### src/rtl/id_ex_stage.sv
// id_ex_stage: ID/EX pipeline register of the MIPS datapath. It holds the
// decoded operands and controls, derives the 3-bit ALU select, and resolves
// RAW hazards. Outputs in1/in2/sel feed the ALU directly.
// Build option: FORWARD_EN enables EX/MEM and MEM/WB operand forwarding, so
// only load-use stalls remain. Without it, decode stalls until the producer
// reaches write-back, and the write-first register file covers MEM/WB.
module id_ex_stage (
  input  logic        clk,
  input  logic        reset,
  input  logic        id_valid,
  output logic        id_ready,
  input  logic [4:0]  id_rs,
  input  logic [4:0]  id_rt,
  input  logic [31:0] id_rs_data,
  input  logic [31:0] id_rt_data,
  input  logic [31:0] id_imm,
  input  logic        id_alusrc,
  input  logic [1:0]  id_aluop,
  input  logic [5:0]  id_funct,
  input  logic [4:0]  id_rd,
  input  logic        id_regwrite,
  input  logic        id_memread,
  input  logic        exm_regwrite,
  input  logic [4:0]  exm_rd,
  input  logic [31:0] exm_result,
  input  logic        wb_regwrite,
  input  logic [4:0]  wb_rd,
  input  logic [31:0] wb_data,
  input  logic        ex_ready,
  input  logic        flush,
  output logic        ex_valid,
  output logic [31:0] in1,
  output logic [31:0] in2,
  output logic [2:0]  sel,
  output logic [31:0] ex_rt_data,
  output logic [4:0]  ex_rd,
  output logic        ex_regwrite,
  output logic        ex_memread
);

  localparam logic [2:0] SEL_ADD = 3'b010;

  // ALU select: 000 and, 001 or, 010 add, 110 sub, 111 slt.
  function automatic logic [2:0] alu_sel(input logic [1:0] aluop,
                                         input logic [5:0] funct);
    logic [2:0] s;
    s = SEL_ADD;
    case (aluop)
      2'b00: s = SEL_ADD;
      2'b01: s = 3'b110;
      2'b11: s = 3'b001;
      default: begin
        case (funct)
          6'b100000: s = SEL_ADD;
          6'b100010: s = 3'b110;
          6'b100100: s = 3'b000;
          6'b100101: s = 3'b001;
          6'b101010: s = 3'b111;
          default:   s = SEL_ADD;
        endcase
      end
    endcase
    return s;
  endfunction

  logic        valid_q, valid_d;
  logic [4:0]  rs_q, rs_d, rt_q, rt_d, rd_q, rd_d;
  logic [31:0] rs_data_q, rs_data_d, rt_data_q, rt_data_d, imm_q, imm_d;
  logic        alusrc_q, alusrc_d, regwrite_q, regwrite_d, memread_q, memread_d;
  logic [2:0]  sel_q, sel_d;

  logic        advance, hazard, id_hits_ex;
  logic [31:0] op_a, op_b;

`ifdef FORWARD_EN
  // EX/MEM has the younger result, so it wins over MEM/WB; r0 never forwards.
  function automatic logic [31:0] fwd(input logic [4:0] src, input logic [31:0] held,
                                      input logic e_we, input logic [4:0] e_rd,
                                      input logic [31:0] e_val, input logic w_we,
                                      input logic [4:0] w_rd, input logic [31:0] w_val);
    logic [31:0] v;
    v = held;
    if (e_we && e_rd != 5'd0 && e_rd == src)      v = e_val;
    else if (w_we && w_rd != 5'd0 && w_rd == src) v = w_val;
    return v;
  endfunction

  // Operand selection with forwarding from the later stages.
  always_comb begin
    op_a = fwd(rs_q, rs_data_q, exm_regwrite, exm_rd, exm_result, wb_regwrite, wb_rd, wb_data);
    op_b = fwd(rt_q, rt_data_q, exm_regwrite, exm_rd, exm_result, wb_regwrite, wb_rd, wb_data);
  end
`else
  // Source indices and later-stage values are only needed for forwarding.
  logic unused_fwd;
  assign unused_fwd = ^{rs_q, rt_q, exm_result, wb_regwrite, wb_rd, wb_data};

  // Without forwarding the held register-file values are already current.
  always_comb begin
    op_a = rs_data_q;
    op_b = rt_data_q;
  end
`endif

  // Hazard detection and the handshake toward decode.
  always_comb begin
    id_hits_ex = (rd_q != 5'd0) && (rd_q == id_rs || rd_q == id_rt);
    hazard     = valid_q && memread_q && id_hits_ex;
`ifndef FORWARD_EN
    if (valid_q && regwrite_q && id_hits_ex)
      hazard = 1'b1;
    if (exm_regwrite && exm_rd != 5'd0 && (exm_rd == id_rs || exm_rd == id_rt))
      hazard = 1'b1;
`endif
    advance  = !valid_q || ex_ready;
    id_ready = advance && !hazard && !flush;
  end

  // Next-state: flush kills, advance captures or bubbles, otherwise hold.
  always_comb begin
    valid_d    = valid_q;
    rs_d       = rs_q;
    rt_d       = rt_q;
    rs_data_d  = rs_data_q;
    rt_data_d  = rt_data_q;
    imm_d      = imm_q;
    alusrc_d   = alusrc_q;
    sel_d      = sel_q;
    rd_d       = rd_q;
    regwrite_d = regwrite_q;
    memread_d  = memread_q;
    if (flush) begin
      valid_d = 1'b0;
    end else if (advance) begin
      if (id_valid && id_ready) begin
        valid_d    = 1'b1;
        rs_d       = id_rs;
        rt_d       = id_rt;
        rs_data_d  = id_rs_data;
        rt_data_d  = id_rt_data;
        imm_d      = id_imm;
        alusrc_d   = id_alusrc;
        sel_d      = alu_sel(id_aluop, id_funct);
        rd_d       = id_rd;
        regwrite_d = id_regwrite;
        memread_d  = id_memread;
      end else begin
        valid_d = 1'b0;
      end
    end
  end

  // Stage register; reset clears everything and parks the select on add.
  always_ff @(posedge clk) begin
    if (reset) begin
      valid_q    <= 1'b0;
      rs_q       <= '0;
      rt_q       <= '0;
      rs_data_q  <= '0;
      rt_data_q  <= '0;
      imm_q      <= '0;
      alusrc_q   <= 1'b0;
      sel_q      <= SEL_ADD;
      rd_q       <= '0;
      regwrite_q <= 1'b0;
      memread_q  <= 1'b0;
    end else begin
      valid_q    <= valid_d;
      rs_q       <= rs_d;
      rt_q       <= rt_d;
      rs_data_q  <= rs_data_d;
      rt_data_q  <= rt_data_d;
      imm_q      <= imm_d;
      alusrc_q   <= alusrc_d;
      sel_q      <= sel_d;
      rd_q       <= rd_d;
      regwrite_q <= regwrite_d;
      memread_q  <= memread_d;
    end
  end

  // Outputs to the ALU and downstream stages.
  always_comb begin
    ex_valid    = valid_q;
    in1         = op_a;
    in2         = alusrc_q ? imm_q : op_b;
    ex_rt_data  = op_b;
    sel         = sel_q;
    ex_rd       = rd_q;
    ex_regwrite = regwrite_q;
    ex_memread  = memread_q;
  end

endmodule

### config.mk
export PLATFORM = sky130hd
export DESIGN_NAME = id_ex_stage
export DESIGN_NICKNAME = d
export VERILOG_FILES = /design/src/rtl/id_ex_stage.sv
export SDC_FILE = /design/constraint.sdc
export NUM_CORES = 1
export LEC_CHECK = 0
export BUFFER_PORTS_ARGS = -buffer_cell sky130_fd_sc_hd__buf_4
export CORE_AREA = 2 2 121 123
export CTS_BUF_LIST = sky130_fd_sc_hd__clkbuf_4 sky130_fd_sc_hd__clkbuf_8 sky130_fd_sc_hd__clkbuf_16
export CTS_CLUSTER_DIAMETER = 120
export DETAILED_ROUTE_END_ITERATION = 16
export DIE_AREA = 0 0 123 125
export GPL_ROUTABILITY_DRIVEN = 0
export HOLD_SLACK_MARGIN = 0.1
export PLACE_DENSITY = 0.77
export SKIP_LAST_GASP = 1
export SLEW_MARGIN = 20
export SYNTH_ARGS = -nofsm -noshare
export SYNTH_HDL_FRONTEND = slang
export SYNTH_SLANG_ARGS = --single-unit
### constraint.sdc
create_clock -name clk -period 3.2 [get_ports clk]
set_input_delay 0.16 -clock clk [delete_from_list [all_inputs] [get_ports clk]]
set_output_delay 0.16 -clock clk [all_outputs]
set_load 0.1 [all_outputs]
Yosys cells after proc, flatten, opt, wreduce, memory -nomap -nowiden:

Cells that the tools add are included.

* register bits after elaboration: 108
* word-level logic and storage cells: 47
* output and inout bits: 108

* equality and inequality tests: 10
* mux-type cells: 6
* reduce and logical (&&, ||, !) cells: 21
* bitwise operators: 1

Operators with widths (number)
* 32-bit 2-to-1 mux: 1
* 6-bit == test, second input constant: 4
* 5-bit == test: 4
* 3-bit one-hot mux with 4 select lines: 1
* 1-bit logical AND: 10
* 5-bit nonzero test: 2
* 3-bit one-hot mux with 3 select lines: 1
* 1-bit zero test: 3
* 1-bit logical OR: 3
* 1-bit 2-to-1 mux: 3
* 3-bit AND reduction: 1
* 2-bit by 1-bit == test with 1-bit output, second input constant: 1
* 2-bit == test, second input constant: 1
* 2-bit zero test: 1
* 2-bit OR reduction: 1
* 1-bit inverter: 1

Logic depth before layout (Yosys ltp):

* depth in word-level cells: 11
* mapped depth: 9

Worst setup path after synthesis:

Ideal clock, no wire load.

* path type: register to output
* start point: register rd_q[3] (netlist: ex_rd[3])
* end point: output id_ready
* setup slack: -0.621 ns
* cell stages (with the launch flop): 5
* arrival time: 3.661 ns
* data required time: 3.040 ns
* buffers on the path: 0
* cells stage by stage: dfxtp_1 or4_1 o221ai_1 o22ai_1 nor3_1

* cells in the longest elaborated chain, start to end: 9
* elaborated cells between the ends (all ways): 12
* those cells by class: eq/ne (2); mux (2); reduce/logical (8)

RTL lines
* start, declared: RTL line 67 `logic [4:0] rs_q, rs_d, rt_q, rt_d, rd_q, rd_d;`
* start signal, assigned: RTL line 176 `rd_q <= rd_d;`
* 5-bit == test: RTL line 107 `id_hits_ex = (rd_q != 5'd0) && (rd_q == id_rs || rd_q == id_rt);`
* 1-bit logical OR: RTL line 107
* 1-bit logical AND *: RTL line 107
* 1-bit logical AND (on tied branches): RTL line 108, 110
* 1-bit 2-to-1 mux *: RTL line 110 `if (valid_q && regwrite_q && id_hits_ex)`
* 1-bit 2-to-1 mux *: RTL line 112 `if (exm_regwrite && exm_rd != 5'd0 && (exm_rd == id_rs || exm_rd == id_rt))`
* 1-bit zero test *: RTL line 116 `id_ready = advance && !hazard && !flush;`
* 1-bit logical AND * (2 in a row): RTL line 116
* end, declared: RTL line 11 `output logic id_ready,`

Mark *: on every way between the ends. The rest lies on a longest branch, timed or not.

Worst setup path in the final report:

* start point: register rd_q[3] (netlist: ex_rd[3])
* end point: register rt_data_q[30] (netlist: ex_rt_data[30])

* cells in the longest elaborated chain, start to end: 11
* elaborated cells between the ends (all ways): 14
* those cells by class: eq/ne (2); mux (2); reduce/logical (10)

RTL lines
* 5-bit == test: RTL line 107
* 1-bit logical OR: RTL line 107
* 1-bit logical AND *: RTL line 107
* 1-bit logical AND (on tied branches): RTL line 108, 110
* 1-bit 2-to-1 mux *: RTL line 110
* 1-bit 2-to-1 mux *: RTL line 112
* 1-bit zero test *: RTL line 116
* 1-bit logical AND * (2 in a row): RTL line 116
* 1-bit logical AND *: RTL line 135 `if (id_valid && id_ready) begin`
* 3-bit AND reduction (no source line) *
* end signal, assigned: RTL line 172 `rt_data_q <= rt_data_d;`
* end, declared: RTL line 68 `logic [31:0] rs_data_q, rs_data_d, rt_data_q, rt_data_d, imm_q, imm_d;`

Marks and branches as above.
A chain may end at the register's enable or synchronous reset.

==> flow_summary_export.csv <==
group,metric,value,unit
timing,finalCriticalPeriod,2.59,ns
clock_network,clk_pin_slew,0.07,ns
status,status,"finished clean",
routing,vias,4941,
logic_synthesis,synth-xor-area-share,0.0320,
timing,max_freq,386,MHz
worst_setup_path,worstSetupEndpointType,"register",
logic_synthesis,yosysTopAreaCell,"dfxtp_1",
timing,relSlewSlack,0.424,
run,cap_violations,0,
cells_and_area,drive_gt1_frac,0.337,
clock_network,cts-resized-gates,0,
clock_network,insertion_delay,0.35,ns
cells_and_area,fin_cells,1061,
die,fp-row-count,44,
die,coreArea,0.0142,mm²
logic_synthesis,synth_compound_area_frac,0.0110,
logic_synthesis,syn_area,0.00548,mm²
logic_synthesis,synthFlopType,"dfxtp_1",
logic_synthesis,yosysWarnings,0,
hold_path,min_path_type,"input pin to register",
timing,fin_setup_tns,0,ns
placed_design,dp.cells,941,
routing,detail_route.vias_per_cell,4.66,
logic_synthesis,synth_fp_nets,755,
clock_network,cts-root-buf,"clkbuf_16",
logic_synthesis,ys_seq_area_frac,0.395,
logic_synthesis,ys_seq_elements,108,
die,initial_core_util,0.386,
clock_network,cts.sink_count,108,
clock_network,cts_buffer_depth,2,
clock_network,cts-buffers-inserted,9,
power_and_ir_drop,p_leak,4.30,nW
worst_setup_path,critPathMaxFanout,36,
die,die_x,123,µm
die,die_area,0.0154,mm²
power_and_ir_drop,powerDensity,446,mW/mm²
global_route,grt.overflow.total,0,
cells_and_area,nFillCells,1162,
logic_synthesis,synth_adder_area_share,0,
placed_design,port_buffers,240,
logic_synthesis,synth_top_family_by_area,"simple AND/OR/NAND/NOR gates",
die,die_y,125,µm
power_and_ir_drop,vdd_drop_max,246,µV
logic_synthesis,synth_mux_area_frac,0.263,
clock_network,cts_hold_buf,104,
placed_design,hpwlAfterDp,9460,µm
routing,drt_wl_total,15300,µm
worst_setup_path,critPathArrivalTime,2.84,ns
cells_and_area,final_nets,1075,
routing,drt_iter0_drc,223,
global_route,grt_pass1_wl,24500,µm
clock_network,postCtsSetupRepairBufs,0,
logic_synthesis,synth_async_sr_flop_share,0,
clock_network,cts_tree,"yes",
timing,setup_ws,0.610,ns
cells_and_area,syn2layout_area_growth,59.8,%
power_and_ir_drop,pwr-share-clk,0.305,
logic_synthesis,synth_edf_count,0,
timing,hold_viol,0,
power_and_ir_drop,seq_power_share,0.375,
worst_setup_path,required,3.45,ns
timing,fin_crit_sh,0.809,
logic_synthesis,synth_common_cells,"nand2b_1 (209), dfxtp_1 (108), mux2i_1 (107)",
routing,antenna_left,0,
timing,slew_violations,0,
logic_synthesis,syn_inst,552,
global_route,grt_usage,0.198,
routing,drt_first_pass_iters,4,
logic_synthesis,yosys.area.top_type_share,0.395,
logic_synthesis,netlist-cell-type-count,26,
worst_setup_path,critical_path_class,"register to register",
power_and_ir_drop,p_sw_frac,0.346,
timing,rsz0062_at_grt,"false",
logic_synthesis,post-synth-top-count-cell,"nand2b_1",
timing,setup_viol,0,
routing,drc,0,
worst_setup_path,start_kind,"register",
routing,wire_per_inst,14.4,µm
power_and_ir_drop,combPwrFrac,0.320,
global_route,grt_pass1_vias,5157,
global_route,grt_max_degree,116,
logic_synthesis,yosys.area_share.simple,0.263,
power_and_ir_drop,switchingPower,1.35,mW
logic_synthesis,synthTopCellsByArea,"dfxtp_1 (39%), nand2b_1 (24%), mux2i_1 (20%)",
global_route,antenna_found_initial,1,
die,num_io_pins,311,
clock_network,cts_max_level,3,
logic_synthesis,avgSynthCellArea,9.92,µm²
placed_design,pre_cts_ws,0.678,ns
timing,finalClockSkew,0.00712,ns
timing,worst_slew_pin_slew,0.864,ns
power_and_ir_drop,p_int,2.55,mW
-- path summary, 6_finish.rpt --
| path | startpoint | endpoint | slack, ns | depth (start not counted) |
|---|---|---|---|---|
| min | id_aluop[1] | sel[0] | 0.12 | 3 |
| max reg2reg | ex_rd[3] | ex_rt_data[30] | 0.61 | 6 |
| max | ex_rd[3] | ex_rt_data[30] | 0.61 | 6 |
| min reg2reg | imm_q[31] | imm_q[31] | 0.48 | 2 |
-- power by group through the flow --
stage / Clock [mW] / Sequential, mW / Combinational [mW]
after floorplan: 0 / 1.85 / 0.477
after global placement: 0 / 1.49 / 1.13
after detailed placement: 0 / 1.50 / 1.14
after CTS: 1.22 / 1.46 / 1.24
after global routing: 1.27 / 1.48 / 1.30
final: 1.19 / 1.47 / 1.25
-- placed cells by master (no fill, tap or decap), types with 2 or more instances in the layout --
master	Yosys	final
buf_4	0	242
nand2b_1	209	209
dfxtp_1	108	108
mux2i_1	107	107
dlygate4sd3_1	0	104
mux2_2	32	32
xor2_1	20	20
nor2_1	9	9
clkbuf_16	0	9
nor3_1	6	5
nor2b_1	3	3
buf_12	0	3
a22oi_1	2	2
or4_1	3	2
clkinv_2	0	2
bufinv_16	0	2
-- through the flow --
stage	cell area [µm²]	power (mW)	utilization	hold WS, ns
floorplan	5480	2.33	-	0.236
global placement	7400	2.63	0.521	0.353
detailed placement	7400	2.63	0.521	0.357
CTS	8750	3.93	0.616	0.106
global route	8760	4.05	0.616	0.124
finish	8760	3.91	0.616	0.122
-- cells by family (layout without fill, tap and decap cells) --
group / Yosys count / count (layout)
multiplexers: 140 / 140
AND/OR/NAND/NOR: 235 / 235
flip-flops: 108 / 108
buffers and inverters: 41 / 365
other: 0 / 1
AO/OA/AOI/OAI: 8 / 8
XOR/XNOR: 20 / 20
-- registers in the layout, summed over array words and instances (netlist names) --
signal,flops
in1,32
ex_rd,5
ex_valid,1
alusrc_q,1
ex_memread,1
imm_q,32
ex_regwrite,1
ex_rt_data,32
sel,3
-- cell type report --
| type | count | area, µm² | share of cell area |
|---|---|---|---|
| Antenna cell | 1 | 2.50 | 0.000286 |
| Sequential cell | 108 | 2160 | 0.247 |
| Timing Repair Buffer | 349 | 2920 | 0.333 |
| Inverter | 1 | 3.75 | 0.000429 |
| Multi-Input combinational cell | 403 | 3130 | 0.357 |
| Clock buffer | 10 | 233 | 0.0266 |
| Tap cell | 184 | 230 | 0.0263 |
| Clock inverter | 5 | 77.6 | 0.00886 |
-- metal layers --
| layer | vias up | GRT usage | share of wire |
|---|---|---|---|
| met3 | 44 | 0.0470 | 0.063 |
| li1 | 2451 | - | - |
| met4 | 0 | 0.103 | 0.037 |
| met5 | - | 0 | 0 |
| met2 | 162 | 0.346 | 0.49 |
| met1 | 2284 | 0.220 | 0.41 |
-- worst max-delay path, stage by stage, from the launching register on --
cell      delay (ns)
dfxtp_1         0.38
or4_1           0.55
o221ai_1        0.20
o22ai_1         0.16
or4_4           0.68
buf_12          0.26
mux2i_1         0.25
No activity file was read; power rests on OpenSTA's default activity.
